===== src/rtl/mult_sched_pkg.sv =====
// Shared definitions for the multiplier scheduler: state encoding,
// default sizing and small helpers used by the top and its picker.
package mult_sched_pkg;

    localparam int DEF_N       = 4;
    localparam int DEF_W       = 8;
    localparam int DEF_TIMEOUT = 64;
    localparam int GNT_W       = 3;

    typedef enum logic [1:0] {
        ST_IDLE  = 2'd0,
        ST_START = 2'd1,
        ST_WAIT  = 2'd2,
        ST_RESP  = 2'd3
    } state_e;

    function automatic logic [7:0] onehot8(input logic [GNT_W-1:0] idx);
        onehot8 = 8'd1 << idx;
    endfunction

endpackage


===== src/rtl/mult_sched_if.sv =====
// Client request/response bus plus the shared-multiplier port, bundled so the
// scheduler and its environment connect through one handle.
interface mult_sched_if
    import mult_sched_pkg::*;
#(
    parameter int N = DEF_N,
    parameter int W = DEF_W
) ();

    logic [N-1:0]     req;
    logic [N*W-1:0]   req_a;
    logic [N*W-1:0]   req_b;
    logic [N-1:0]     ack;
    logic [2*W-1:0]   rsp_data;
    logic             rsp_err;
    logic             busy;
    logic [GNT_W-1:0] gnt_id;
    logic             mul_st;
    logic [W-1:0]     mul_a;
    logic [W-1:0]     mul_b;
    logic [2*W-1:0]   mul_result;
    logic             mul_done;

    modport master (
        output req, req_a, req_b, mul_result, mul_done,
        input  ack, rsp_data, rsp_err, busy, gnt_id, mul_st, mul_a, mul_b
    );

    modport slave (
        input  req, req_a, req_b, mul_result, mul_done,
        output ack, rsp_data, rsp_err, busy, gnt_id, mul_st, mul_a, mul_b
    );

endinterface


===== src/rtl/mult_sched_rr_pick.sv =====
// Combinational round-robin picker: first set request at or after ptr,
// searching upward and wrapping modulo N.
module rr_pick
    import mult_sched_pkg::*;
#(
    parameter int N = DEF_N
) (
    input  logic [N-1:0]     req_i,
    input  logic [GNT_W-1:0] ptr_i,
    output logic             any_o,
    output logic [GNT_W-1:0] idx_o
);

    logic [7:0] req_pad_s;
    logic [3:0] sum_s;
    logic [3:0] cand_s;
    logic       hit_s;

    // Walk the candidates in priority order; the first hit is kept.
    always_comb begin
        req_pad_s = 8'(req_i);
        any_o     = 1'b0;
        idx_o     = '0;
        sum_s     = 4'd0;
        cand_s    = 4'd0;
        hit_s     = 1'b0;
        for (int i = 0; i < N; i++) begin
            sum_s  = {1'b0, ptr_i} + 4'(i);
            cand_s = (sum_s >= 4'(N)) ? (sum_s - 4'(N)) : sum_s;
            hit_s  = !any_o && req_pad_s[cand_s[2:0]];
            idx_o  = hit_s ? cand_s[2:0] : idx_o;
            any_o  = any_o | hit_s;
        end
    end

endmodule


===== src/rtl/mult_sched.sv =====
// Round-robin scheduler sharing one multiplier among N clients: grant,
// start pulse, watchdog-guarded wait for done, one-cycle ack with the product.
module mult_sched
    import mult_sched_pkg::*;
#(
    parameter int N       = DEF_N,
    parameter int W       = DEF_W,
    parameter int TIMEOUT = DEF_TIMEOUT
) (
    input  logic         clk,
    input  logic         rst_n,
    mult_sched_if.slave  bus
);

    localparam int CW = $clog2(TIMEOUT) + 1;

    state_e           state_q;
    logic [GNT_W-1:0] ptr_q;
    logic [GNT_W-1:0] gnt_q;
    logic [CW-1:0]    cnt_q;
    logic [N-1:0]     ack_q;
    logic [2*W-1:0]   rsp_data_q;
    logic             rsp_err_q;
    logic             busy_q;
    logic             mul_st_q;
    logic [W-1:0]     mul_a_q;
    logic [W-1:0]     mul_b_q;

    logic             pick_any_s;
    logic [GNT_W-1:0] pick_idx_s;
    logic [W-1:0]     win_a_d;
    logic [W-1:0]     win_b_d;
    logic [GNT_W-1:0] ptr_d;
    logic [N-1:0]     ack_d;

    rr_pick #(.N(N)) u_pick (
        .req_i (bus.req),
        .ptr_i (ptr_q),
        .any_o (pick_any_s),
        .idx_o (pick_idx_s)
    );

    // Winner operand select, next round-robin pointer and ack vector.
    always_comb begin
        win_a_d = bus.req_a[int'(pick_idx_s)*W +: W];
        win_b_d = bus.req_b[int'(pick_idx_s)*W +: W];
        ptr_d   = (gnt_q == GNT_W'(N - 1)) ? '0 : (gnt_q + GNT_W'(1));
        ack_d   = N'(onehot8(gnt_q));
    end

    // Scheduler FSM with all outputs registered.
    always_ff @(posedge clk or negedge rst_n) begin
        if (!rst_n) begin
            state_q    <= ST_IDLE;
            ptr_q      <= '0;
            gnt_q      <= '0;
            cnt_q      <= '0;
            ack_q      <= '0;
            rsp_data_q <= '0;
            rsp_err_q  <= 1'b0;
            busy_q     <= 1'b0;
            mul_st_q   <= 1'b0;
            mul_a_q    <= '0;
            mul_b_q    <= '0;
        end else begin
            case (state_q)
                ST_IDLE: begin
                    ack_q      <= '0;
                    rsp_data_q <= '0;
                    rsp_err_q  <= 1'b0;
                    if (pick_any_s) begin
                        state_q  <= ST_START;
                        gnt_q    <= pick_idx_s;
                        mul_a_q  <= win_a_d;
                        mul_b_q  <= win_b_d;
                        cnt_q    <= '0;
                        mul_st_q <= 1'b1;
                        busy_q   <= 1'b1;
                    end else begin
                        state_q  <= ST_IDLE;
                        mul_st_q <= 1'b0;
                        busy_q   <= 1'b0;
                    end
                end
                // A done seen here is stale and deliberately not looked at.
                ST_START: begin
                    mul_st_q <= 1'b0;
                    cnt_q    <= '0;
                    state_q  <= ST_WAIT;
                end
                ST_WAIT: begin
                    if (bus.mul_done) begin
                        rsp_data_q <= bus.mul_result;
                        rsp_err_q  <= 1'b0;
                        ack_q      <= ack_d;
                        state_q    <= ST_RESP;
                    end else if (cnt_q == CW'(TIMEOUT - 1)) begin
                        rsp_data_q <= '0;
                        rsp_err_q  <= 1'b1;
                        ack_q      <= ack_d;
                        state_q    <= ST_RESP;
                    end else begin
                        cnt_q   <= cnt_q + CW'(1);
                        state_q <= ST_WAIT;
                    end
                end
                ST_RESP: begin
                    ack_q      <= '0;
                    rsp_data_q <= '0;
                    rsp_err_q  <= 1'b0;
                    ptr_q      <= ptr_d;
                    busy_q     <= 1'b0;
                    state_q    <= ST_IDLE;
                end
                default: begin
                    state_q  <= ST_IDLE;
                    ack_q    <= '0;
                    busy_q   <= 1'b0;
                    mul_st_q <= 1'b0;
                end
            endcase
        end
    end

    assign bus.ack      = ack_q;
    assign bus.rsp_data = rsp_data_q;
    assign bus.rsp_err  = rsp_err_q;
    assign bus.busy     = busy_q;
    assign bus.gnt_id   = gnt_q;
    assign bus.mul_st   = mul_st_q;
    assign bus.mul_a    = mul_a_q;
    assign bus.mul_b    = mul_b_q;

endmodule


===== src/flat_wrapper.sv =====
// flat-port wrapper written by rule: the top's interface ports become plain ports
module mult_sched_flat import mult_sched_pkg::*;
#(
    parameter int N       = DEF_N,
    parameter int W       = DEF_W,
    parameter int TIMEOUT = DEF_TIMEOUT
)
  (clk, rst_n, bus_req, bus_req_a, bus_req_b, bus_mul_result, bus_mul_done, bus_ack, bus_rsp_data, bus_rsp_err, bus_busy, bus_gnt_id, bus_mul_st, bus_mul_a, bus_mul_b);
  mult_sched_if #(.N(N), .W(W)) bus_i ();
  input  logic clk;
  input  logic rst_n;
  input wire logic [$bits(bus_i.req)-1:0] bus_req;
  input wire logic [$bits(bus_i.req_a)-1:0] bus_req_a;
  input wire logic [$bits(bus_i.req_b)-1:0] bus_req_b;
  input wire logic [$bits(bus_i.mul_result)-1:0] bus_mul_result;
  input wire logic [$bits(bus_i.mul_done)-1:0] bus_mul_done;
  output wire logic [$bits(bus_i.ack)-1:0] bus_ack;
  output wire logic [$bits(bus_i.rsp_data)-1:0] bus_rsp_data;
  output wire logic [$bits(bus_i.rsp_err)-1:0] bus_rsp_err;
  output wire logic [$bits(bus_i.busy)-1:0] bus_busy;
  output wire logic [$bits(bus_i.gnt_id)-1:0] bus_gnt_id;
  output wire logic [$bits(bus_i.mul_st)-1:0] bus_mul_st;
  output wire logic [$bits(bus_i.mul_a)-1:0] bus_mul_a;
  output wire logic [$bits(bus_i.mul_b)-1:0] bus_mul_b;
  assign bus_i.req = bus_req;
  assign bus_i.req_a = bus_req_a;
  assign bus_i.req_b = bus_req_b;
  assign bus_i.mul_result = bus_mul_result;
  assign bus_i.mul_done = bus_mul_done;
  assign bus_ack = bus_i.ack;
  assign bus_rsp_data = bus_i.rsp_data;
  assign bus_rsp_err = bus_i.rsp_err;
  assign bus_busy = bus_i.busy;
  assign bus_gnt_id = bus_i.gnt_id;
  assign bus_mul_st = bus_i.mul_st;
  assign bus_mul_a = bus_i.mul_a;
  assign bus_mul_b = bus_i.mul_b;
  mult_sched #(.N(N), .W(W), .TIMEOUT(TIMEOUT)) u_core (.clk(clk), .rst_n(rst_n), .bus(bus_i));
endmodule

===== config.mk =====
export PLATFORM = sky130hd
export DESIGN_NAME = mult_sched_flat
export DESIGN_NICKNAME = d
export VERILOG_FILES = /design/src/rtl/mult_sched_pkg.sv /design/src/rtl/mult_sched_if.sv /design/src/rtl/mult_sched_rr_pick.sv /design/src/rtl/mult_sched.sv /design/src/flat_wrapper.sv
export SDC_FILE = /design/constraint.sdc
export NUM_CORES = 1
export LEC_CHECK = 0
export CAP_MARGIN = 20
export CORE_AREA = 2 2 83 85
export CTS_BUF_LIST = sky130_fd_sc_hd__clkbuf_4
export DETAILED_ROUTE_END_ITERATION = 10
export DIE_AREA = 0 0 85 87
export PLACE_DENSITY = 0.95
export SLEW_MARGIN = 15
export SYNTH_ARGS = -nofsm -noshare
export SYNTH_HDL_FRONTEND = slang
export SYNTH_HIERARCHICAL = 1
export SYNTH_SLANG_ARGS = --single-unit

===== constraint.sdc =====
create_clock -name clk -period 7.1 [get_ports clk]
set_input_delay 1.065 -clock clk [delete_from_list [all_inputs] [get_ports clk]]
set_output_delay 1.065 -clock clk [all_outputs]
set_load 0.05 [all_outputs]

==> reports/metrics.yaml, run 1 <==
setup_path:
  cp-end-kind: "register"
  crit_start: "bus_req[2]"
  worstPathCellList: "clkdlybuf4s50_1, mux4_1, o21ai_0, nand4_1, nand2_1, nor2_1, buf_4, a22o_1"
  endpoint: "u_core/bus.mul_a[3]"
  worstSetupPathType: "in -> reg"
  slowest_stage: "nand2_1"
  critPathTopFamily: "simple AND/OR/NAND/NOR gates"
  cp_num_buf_inv: 2
  reg2reg_depth: 9
  worst_ep_required_time_ps: 7380
  r2r-start: "u_core/ptr_q[0]"
  r2r_slack_ps: 3760
  start_kind: "primary input"
  critPathMaxStageDelay_ps: 630
  r2r_end: "u_core/bus.mul_a[3]"
  worstPathArrival_ps: 3810
  critical_path_depth: 8
  path_max_fanout: 22
power_and_ir_drop:
  swShare: 0.484
  intPower_mw: 1.02
  combPwrFrac: 0.674
  leakage_nw: 1.83
  power_mw: 1.99
  seq_power_share: 0.256
  powerDensity_nw_per_um2: 451
  switching_power_mw: 0.962
  ir_drop_v: 0.000285
  clkPwrFrac: 0.070
synth:
  syn_area_um2: 3040
  synth_area_leaders: "dfrtp_1, mux4_2, a22o_1, ha_1, inv_1"
  synth_warnings: 6
  syn_nets: 364
  synthCells: 266
  synth_top_area_frac: 0.445
  synth.distinct_cells: 46
  ys_seq_area_frac: 0.445
  synth-edff-count: 0
  post-synth-top-area-cell: "dfrtp_1"
  synthArstFlopShare: 1.00
  synth_top_flop_cell: "dfrtp_1"
  avgSynthCellArea_um2: 11.4
  synth-seq-cells: 54
place:
  portBuffers: 128
  place_hpwl_um: 5920
  place.gp.congestion: 0.948
final_layout:
  drive_above_1_share: 0.113
  register_area_um2: 1350
  antenna_cells: 0
  final_common_cell: "clkdlybuf4s50_1"
  final_cell_mix: "clkdlybuf4s50_1, dfrtp_1, inv_1"
  nFillCells: 475
  area_growth_pct: 45.0
  fin_nets: 485
  multi_input_area_um2: 1470
clocking:
  cts_tree: "yes"
  clockRootBuffer: "clkbuf_4"
  cts_num_sinks: 54
  insertion_delay_ps: 380
  cts_buffers: 5
  post-cts-setup-buffers: 0
  post_cts_resized: 0
  clk_pin_slew_worst_paths_ps: 140
  h-tree-depth: 2
  cts_buffer_depth: 2
  cts_hold_buf: 0
outcome:
  status: "finished, final reports clean"
flow_run:
  cap_violations: 0
global_routing:
  grt_max_degree: 55
  grt_first_pass_wirelength_um: 12500
  grt_pass1_vias: 2702
  track_usage: 0.214
  antenna_found_initial: 0
  grt_remaining_overflow: 0
route:
  drc: 0
  routed_wl_um: 7730
  vias: 2648
  wire_per_inst_um: 16.5
  drtIter0Drc: 121
  routed_via_density: 5.66
  drtAntennaViolNets: 0
  drt_pass1_iterations: 4
timing:
  setup_viol: 0
  maxSlewHeadroom: 0.378
  period_minus_slack_ps: 3530
  hold_violations: 0
  maxSlewViolCount: 0
  finalSetupTns_ps: 0
  skew_ps: 15.5
  tightest_slew_ps: 933
  grt_setup_unrepaired: "false"
  post-route-period-util: 0.497
  clock.fmax_mhz: 283
floorplanning:
  rows: 30
  dieArea_um2: 7400
  io_pins: 129
  core_area_um2: 6570
  dieHeight_um: 87
  die_w_um: 85
  initial_core_util: 0.463
worst_hold_path:
  min_path_type: "reg -> reg"
power groups by stage:
stage / clock network [mW] / registers (mW) / logic [mW]
5_1_grt: 0.156 / 0.527 / 1.43
3_3_place_gp: 0 / 0.506 / 1.28
6_report: 0.139 / 0.508 / 1.34
3_5_place_dp: 0 / 0.514 / 1.32
2_1_floorplan: 0 / 0.789 / 0.708
4_1_cts: 0.146 / 0.509 / 1.33
worst min-delay path, delay by kind of cell, from the launching register on:
family / cells / cell delay, ps
flip-flops: 1 / 400
buffers and inverters: 1 / 50
AO/OA/AOI/OAI: 1 / 50
logic make-up (layout without fill, tap and decap cells):
| logic type | after synthesis | count (layout) | share of synthesized area |
|---|---|---|---|
| AO/OA/AOI/OAI | 68 | 68 | 0.155 |
| buffers and inverters | 50 | 172 | 0.0733 |
| adder cells (fa/ha/maj) | 11 | 11 | 0.0453 |
| multiplexers | 31 | 31 | 0.181 |
| AND/OR/NAND/NOR | 51 | 51 | 0.0996 |
| flip-flops | 54 | 54 | 0.445 |
| other | 1 | 1 | 0.00123 |
registers in the layout, summed over array words and instances (netlist names):
signal	count
u_core/bus.ack	4
u_core/bus.busy	1
u_core/bus.gnt_id	3
u_core/bus.mul_a	8
u_core/bus.mul_b	8
u_core/bus.mul_st	1
u_core/bus.rsp_data	16
u_core/bus.rsp_err	1
u_core/cnt_q	7
u_core/ptr_q	3
u_core/state_q	2
per-stage QoR:
step           std cells  hold WS (ps)  worst slack, ps   util  area, um2
6_report             468           517             3570  0.671       4410
5_1_grt              468           542             3320  0.671       4410
4_1_cts              466           523             3260  0.668       4390
3_5_place_dp         458           493             2850  0.659       4330
3_3_place_gp         458           470             2940  0.659       4330
2_1_floorplan        266           465             3970      -       3040
layout make-up:
type | instances | share of cell area
inverter | 32 | 0.0272
tap | 80 | 0.0227
multi-input combinational | 162 | 0.332
timing repair buffer | 132 | 0.298
clock inverter | 2 | 0.00284
sequential | 54 | 0.307
clock buffer | 6 | 0.0102
layer usage:
metal	share of wire	GRT usage	up-vias
li1	-	-	1224
met1	0.37	0.251	1264
met2	0.51	0.365	133
met3	0.077	0.0569	27
met4	0.042	0.101	0
met5	0	0	-
synth_stat cells (2+ instances only):
| master | count |
|---|---|
| mux2_2 | 7 |
| buf_2 | 4 |
| nand4_1 | 18 |
| mux2i_1 | 5 |
| nor2_1 | 5 |
| a22o_1 | 17 |
| a21oi_1 | 8 |
| clkbuf_1 | 8 |
| buf_4 | 2 |
| o2bb2ai_1 | 3 |
| mux4_2 | 17 |
| a41oi_1 | 2 |
| o21ai_0 | 23 |
| nor2b_1 | 2 |
| o22ai_1 | 2 |
| dfrtp_1 | 54 |
| nand2b_1 | 4 |
| a31oi_1 | 4 |
| nand3_1 | 2 |
| buf_6 | 3 |
| nand2_1 | 9 |
| ha_1 | 11 |
| inv_1 | 32 |
| and2_4 | 2 |
worst min-delay path by stage:
stage                                   start                  end  slack (ps)  cells after the start
final                       u_core/bus.ack[0]    u_core/bus.ack[0]         520                      2
after detailed placement  u_core/bus.mul_b[7]  u_core/bus.mul_b[7]         490                      1
after CTS                   u_core/bus.ack[0]    u_core/bus.ack[0]         520                      2
after floorplan               u_core/cnt_q[5]      u_core/cnt_q[5]         470                      1
after global placement      u_core/bus.ack[2]    u_core/bus.ack[2]         470                      1
after global routing        u_core/bus.ack[0]    u_core/bus.ack[0]         540                      2
(Power assumes the default switching activity.)
==> run 2, diff against run 1 <==
- CORE_AREA: 2 2 83 85 -> 2 2 91 93
- DIE_AREA: 0 0 85 87 -> 0 0 93 95
- PLACE_DENSITY: 0.95 -> 0.88
- clock period: 7.1 -> 3 ns (I/O delays scaled with it)
==> run 2 against run 1 <==
Sequential share of layout area is 1.0 points lower; worst hold slack lost 460 ps; die area rose by 19%; register-to-register slack lost 3400 ps; count of clock-buffer cells in the layout shrank 1; cell count up 6.8%; largest cell class unchanged; highest routed layer unchanged.
==> reports/metrics.yaml, run 2 (synthesis gave the netlist of run 1 again) <==
outcome:
  status: "finished, final reports clean"
clocking:
  post_cts_resized: 0
  cts_buffer_depth: 2
  clockRootBuffer: "clkbuf_4"
  clk_pin_slew_worst_paths_ps: 160
  cts_tree: "yes"
  post-cts-setup-buffers: 0
  h-tree-depth: 2
  insertion_delay_ps: 380
  cts_num_sinks: 54
  cts_hold_buf: 0
  cts_buffers: 5
route:
  routed_via_density: 5.20
  wire_per_inst_um: 15.5
  drtAntennaViolNets: 0
  routed_wl_um: 7750
  drt_pass1_iterations: 4
  drc: 0
  vias: 2600
  drtIter0Drc: 90
setup_path:
  cp-end-kind: "register"
  reg2reg_depth: 9
  worstPathArrival_ps: 2930
  worst_ep_required_time_ps: 3270
  path_max_fanout: 13
  worstSetupPathType: "reg -> reg"
  r2r-start: "u_core/ptr_q[1]"
  r2r_slack_ps: 330
  start_kind: "register"
  r2r_end: "u_core/bus.mul_b[3]"
global_routing:
  antenna_found_initial: 0
  track_usage: 0.184
  grt_max_degree: 49
  grt_pass1_vias: 2738
  grt_first_pass_wirelength_um: 12800
  grt_remaining_overflow: 0
timing:
  maxSlewHeadroom: 0.482
  skew_ps: 14.4
  hold_violations: 0
  finalSetupTns_ps: 0
  grt_setup_unrepaired: "false"
  maxSlewViolCount: 0
  hold_ws_ps: 58.1
  setup_viol: 0
  post-route-period-util: 0.889
  period_minus_slack_ps: 2670
  tightest_slew_ps: 777
  clock.fmax_mhz: 375
power_and_ir_drop:
  leakage_nw: 1.89
  ir_drop_v: 0.000786
  power_mw: 4.99
  powerDensity_nw_per_um2: 1090
place:
  place.gp.congestion: 0.800
  place_hpwl_um: 5920
  portBuffers: 128
  dp.cells: 491
floorplanning:
  initial_core_util: 0.383
  dieHeight_um: 95
  die_w_um: 93
  rows: 33
  core_area_um2: 7930
  io_pins: 129
  dieArea_um2: 8840
final_layout:
  drive_above_1_share: 0.132
  fin_nets: 492
  largest_reg_flops: 16
  finalNonFillerCells: 500
  final_cell_mix: "clkdlybuf4s50_1, dfrtp_1, inv_1"
  antenna_cells: 0
  final_common_cell: "clkdlybuf4s50_1"
  nFillCells: 646
  area_growth_pct: 50.1
worst_hold_path:
  min_path_type: "in -> async"
flow_run:
  cap_violations: 0
run 2: changes by cell type in the layout (fill, tap and decap cells not counted):
cell,before,now
buf_4,3,10
buf_8,1,0
buf_2,1,0
o22ai_2,0,1
bufinv_16,0,2
o22ai_1,2,1
clkbuf_4,6,5
buf_12,0,2
inv_6,1,0
run 2: final cells by class:
type | count | area, um2 | share of cell area
Multi-Input combinational cell | 162 | 1470 | 0.323
Timing Repair Buffer | 139 | 1390 | 0.304
Sequential cell | 54 | 1350 | 0.296
Tap cell | 105 | 131 | 0.0288
Inverter | 32 | 120 | 0.0263
Clock inverter | 3 | 63.8 | 0.0140
Clock buffer | 5 | 37.5 | 0.00823
run 2: where the power goes:
group / switching (mW) / internal (mW)
Sequential: 0.175 / 0.985
Combinational: 1.89 / 1.46
Clock: 0.228 / 0.257
Total: 2.30 / 2.70
run 2: per-stage QoR:
step | setup WS, ps | util | cell area, um2
6_report | 334 | 0.575 | 4560
5_1_grt | 171 | 0.575 | 4560
4_1_cts | 334 | 0.574 | 4550
3_5_place_dp | 13.3 | 0.561 | 4450
3_3_place_gp | 51.4 | 0.561 | 4450
2_1_floorplan | 169 | - | 3040
run 2: worst max path at each step:
stage                          from             endpoint  slack (ps)  depth (start not counted)
floorplan           u_core/ptr_q[0]  u_core/bus.mul_a[1]         170                         11
global placement         bus_req[2]  u_core/bus.mul_b[1]          50                          8
detailed placement       bus_req[2]  u_core/bus.mul_a[2]          10                          8
CTS                 u_core/ptr_q[1]  u_core/bus.mul_b[3]         330                          9
global route        u_core/ptr_q[0]  u_core/bus.mul_b[3]         170                          9
finish              u_core/ptr_q[1]  u_core/bus.mul_b[3]         330                          9
run 2: critical path: stages, from the launching register on:
cell	delay (ps)
dfrtp_1	370
inv_1	60
ha_1	350
mux4_2	330
and2_4	170
o21ai_0	160
a22o_1	230
buf_12	180
mux4_2	500
a22o_1	220
run 2: metal layers:
layer / GRT usage / wire length, um
met5: 0 / 0
met4: 0.0527 / 125
met3: 0.0551 / 609
met2: 0.329 / 4010
met1: 0.213 / 3000
==> run 3, diff against run 2 <==
- PLACE_DENSITY: 0.88 -> 0.77
==> run 3 against run 2 <==
Worst hold slack better by 110 ps; utilization is 0.92 points lower; flip-flop and latch count stayed put; non-clock buffer count is 1 lower; fmax is 2.0% lower.
==> reports/metrics.yaml, run 3 (synthesis gave the netlist of run 1 again) <==
outcome:
  status: "finished, final reports clean"
final_layout:
  fin_nets: 491
  nFillCells: 693
  antenna_cells: 0
  finalInstanceArea_um2: 4490
  multi_input_area_um2: 1470
  final_common_cell: "clkdlybuf4s50_1"
  register_area_um2: 1350
  final_util: 0.566
  final_cell_mix: "clkdlybuf4s50_1, dfrtp_1, inv_1"
  drive_above_1_share: 0.127
  largest_reg_flops: 16
  area_growth_pct: 47.7
clocking:
  post_cts_resized: 0
  cts_tree: "yes"
  clk_pin_slew_worst_paths_ps: 160
  cts_buffer_depth: 2
  insertion_delay_ps: 380
  cts_hold_buf: 0
  h-tree-depth: 2
  clockRootBuffer: "clkbuf_4"
  cts_buffers: 5
  cts_num_sinks: 54
  post-cts-setup-buffers: 0
global_routing:
  grt_max_degree: 55
  grt_busiest_layer: "met2"
  met1_usage: 0.204
  grt_pass1_vias: 2740
  gr-usage-met2: 0.320
  track_usage: 0.180
  grtUsageMet3: 0.0710
  grt_remaining_overflow: 0
  antenna_found_initial: 0
  grt_first_pass_wirelength_um: 12600
timing:
  maxSlewHeadroom: 0.315
  post-route-period-util: 0.907
  clock.fmax_mhz: 368
  tightest_slew_ps: 1020
  setup_viol: 0
  skew_ps: 13.7
  period_minus_slack_ps: 2720
  hold_violations: 0
  maxSlewViolCount: 0
  grt_setup_unrepaired: "false"
route:
  vias: 2605
  drtAntennaViolNets: 0
  drtIter0Drc: 93
  drt_pass1_iterations: 4
  wire_per_inst_um: 15.4
  routed_wl_um: 7690
  routed_via_density: 5.22
  drc: 0
setup_path:
  r2r_end: "u_core/bus.mul_b[7]"
  reg2reg_depth: 9
  critPathTopFamily: "multiplexers"
  worst_ep_required_time_ps: 3280
  r2r_slack_ps: 280
  slowest_stage: "mux4_2"
  path_max_fanout: 17
  critPathMaxStageDelay_ps: 520
  cp_num_buf_inv: 2
  cp-end-kind: "register"
  worstSetupPathType: "reg -> reg"
  worstPathCellList: "inv_1, ha_1, mux4_2, and2_4, o21ai_0, a22o_1, buf_12, mux4_2, a22o_1"
  start_kind: "register"
  worstPathArrival_ps: 3000
  r2r-start: "u_core/ptr_q[0]"
flow_run:
  cap_violations: 0
power_and_ir_drop:
  powerDensity_nw_per_um2: 1060
  leakage_nw: 1.85
  power_mw: 4.76
  ir_drop_v: 0.000656
floorplanning:
  core_area_um2: 7930
  dieHeight_um: 95
  die_w_um: 93
  io_pins: 129
  dieArea_um2: 8840
  initial_core_util: 0.383
  rows: 33
worst_hold_path:
  min_path_type: "in -> async"
place:
  place_hpwl_um: 5910
  portBuffers: 128
  dpl_cell_area_um2: 4430
  place.gp.congestion: 0.821
run 3: changes by cell type in the layout (fill, tap and decap cells not counted):
cell / previous run / this run
bufinv_16: 2 / 0
buf_12: 2 / 1
buf_2: 0 / 1
buf_4: 10 / 9
clkinvlp_4: 0 / 1
inv_6: 0 / 1
o22ai_1: 1 / 2
o22ai_2: 1 / 0
run 3: worst max path at each step:
stage                    start  cells after the start             endpoint  slack [ps]
2_1_floorplan  u_core/ptr_q[0]                     11  u_core/bus.mul_a[1]         170
3_5_place_dp        bus_req[2]                      8  u_core/bus.mul_b[7]       -0.01
4_1_cts        u_core/ptr_q[1]                      9  u_core/bus.mul_b[7]         290
3_3_place_gp        bus_req[2]                      8  u_core/bus.mul_a[4]          60
6_report       u_core/ptr_q[0]                      9  u_core/bus.mul_b[7]         280
5_1_grt        u_core/ptr_q[0]                      9  u_core/bus.mul_b[4]         170
run 3: worst reg2reg max path, delay by kind of cell (launching register included):
family	cells	cell delay, ps
buffers and inverters	2	250
adders and majority gates	1	360
AOI/OAI and AO/OA	3	590
and+or+nand+nor	1	170
DFF	1	380
muxes	2	890
run 3: per-stage QoR:
stage | TNS, ps | worst slack (ps) | hold WS [ps] | std cells
detailed placement | -0.0142 | -0.0142 | 489 | 491
finish | 0 | 280 | 168 | 499
floorplan | 0 | 169 | 154 | 266
global placement | 0 | 55.7 | 471 | 491
global route | 0 | 168 | 198 | 499
CTS | 0 | 288 | 173 | 499
run 3: routing by layer:
layer,share of wire,wire [um]
met5,0,0
met3,0.094,726
met4,0.012,95
met1,0.39,3020
met2,0.50,3840
run 3: where the power goes:
group / switching, mW / total (mW) / internal (mW)
Sequential: 0.176 / 1.16 / 0.985
Clock: 0.228 / 0.321 / 0.0921
Combinational: 1.88 / 3.28 / 1.40
Total: 2.28 / 4.76 / 2.48
run 3: final cells by class:
cell class / instances / area share
timing repair buffer: 138 / 0.304
clock buffer: 5 / 0.00836
sequential: 54 / 0.301
inverter: 32 / 0.0268
tap: 105 / 0.0293
clock inverter: 3 / 0.00446
multi-input combinational: 162 / 0.326
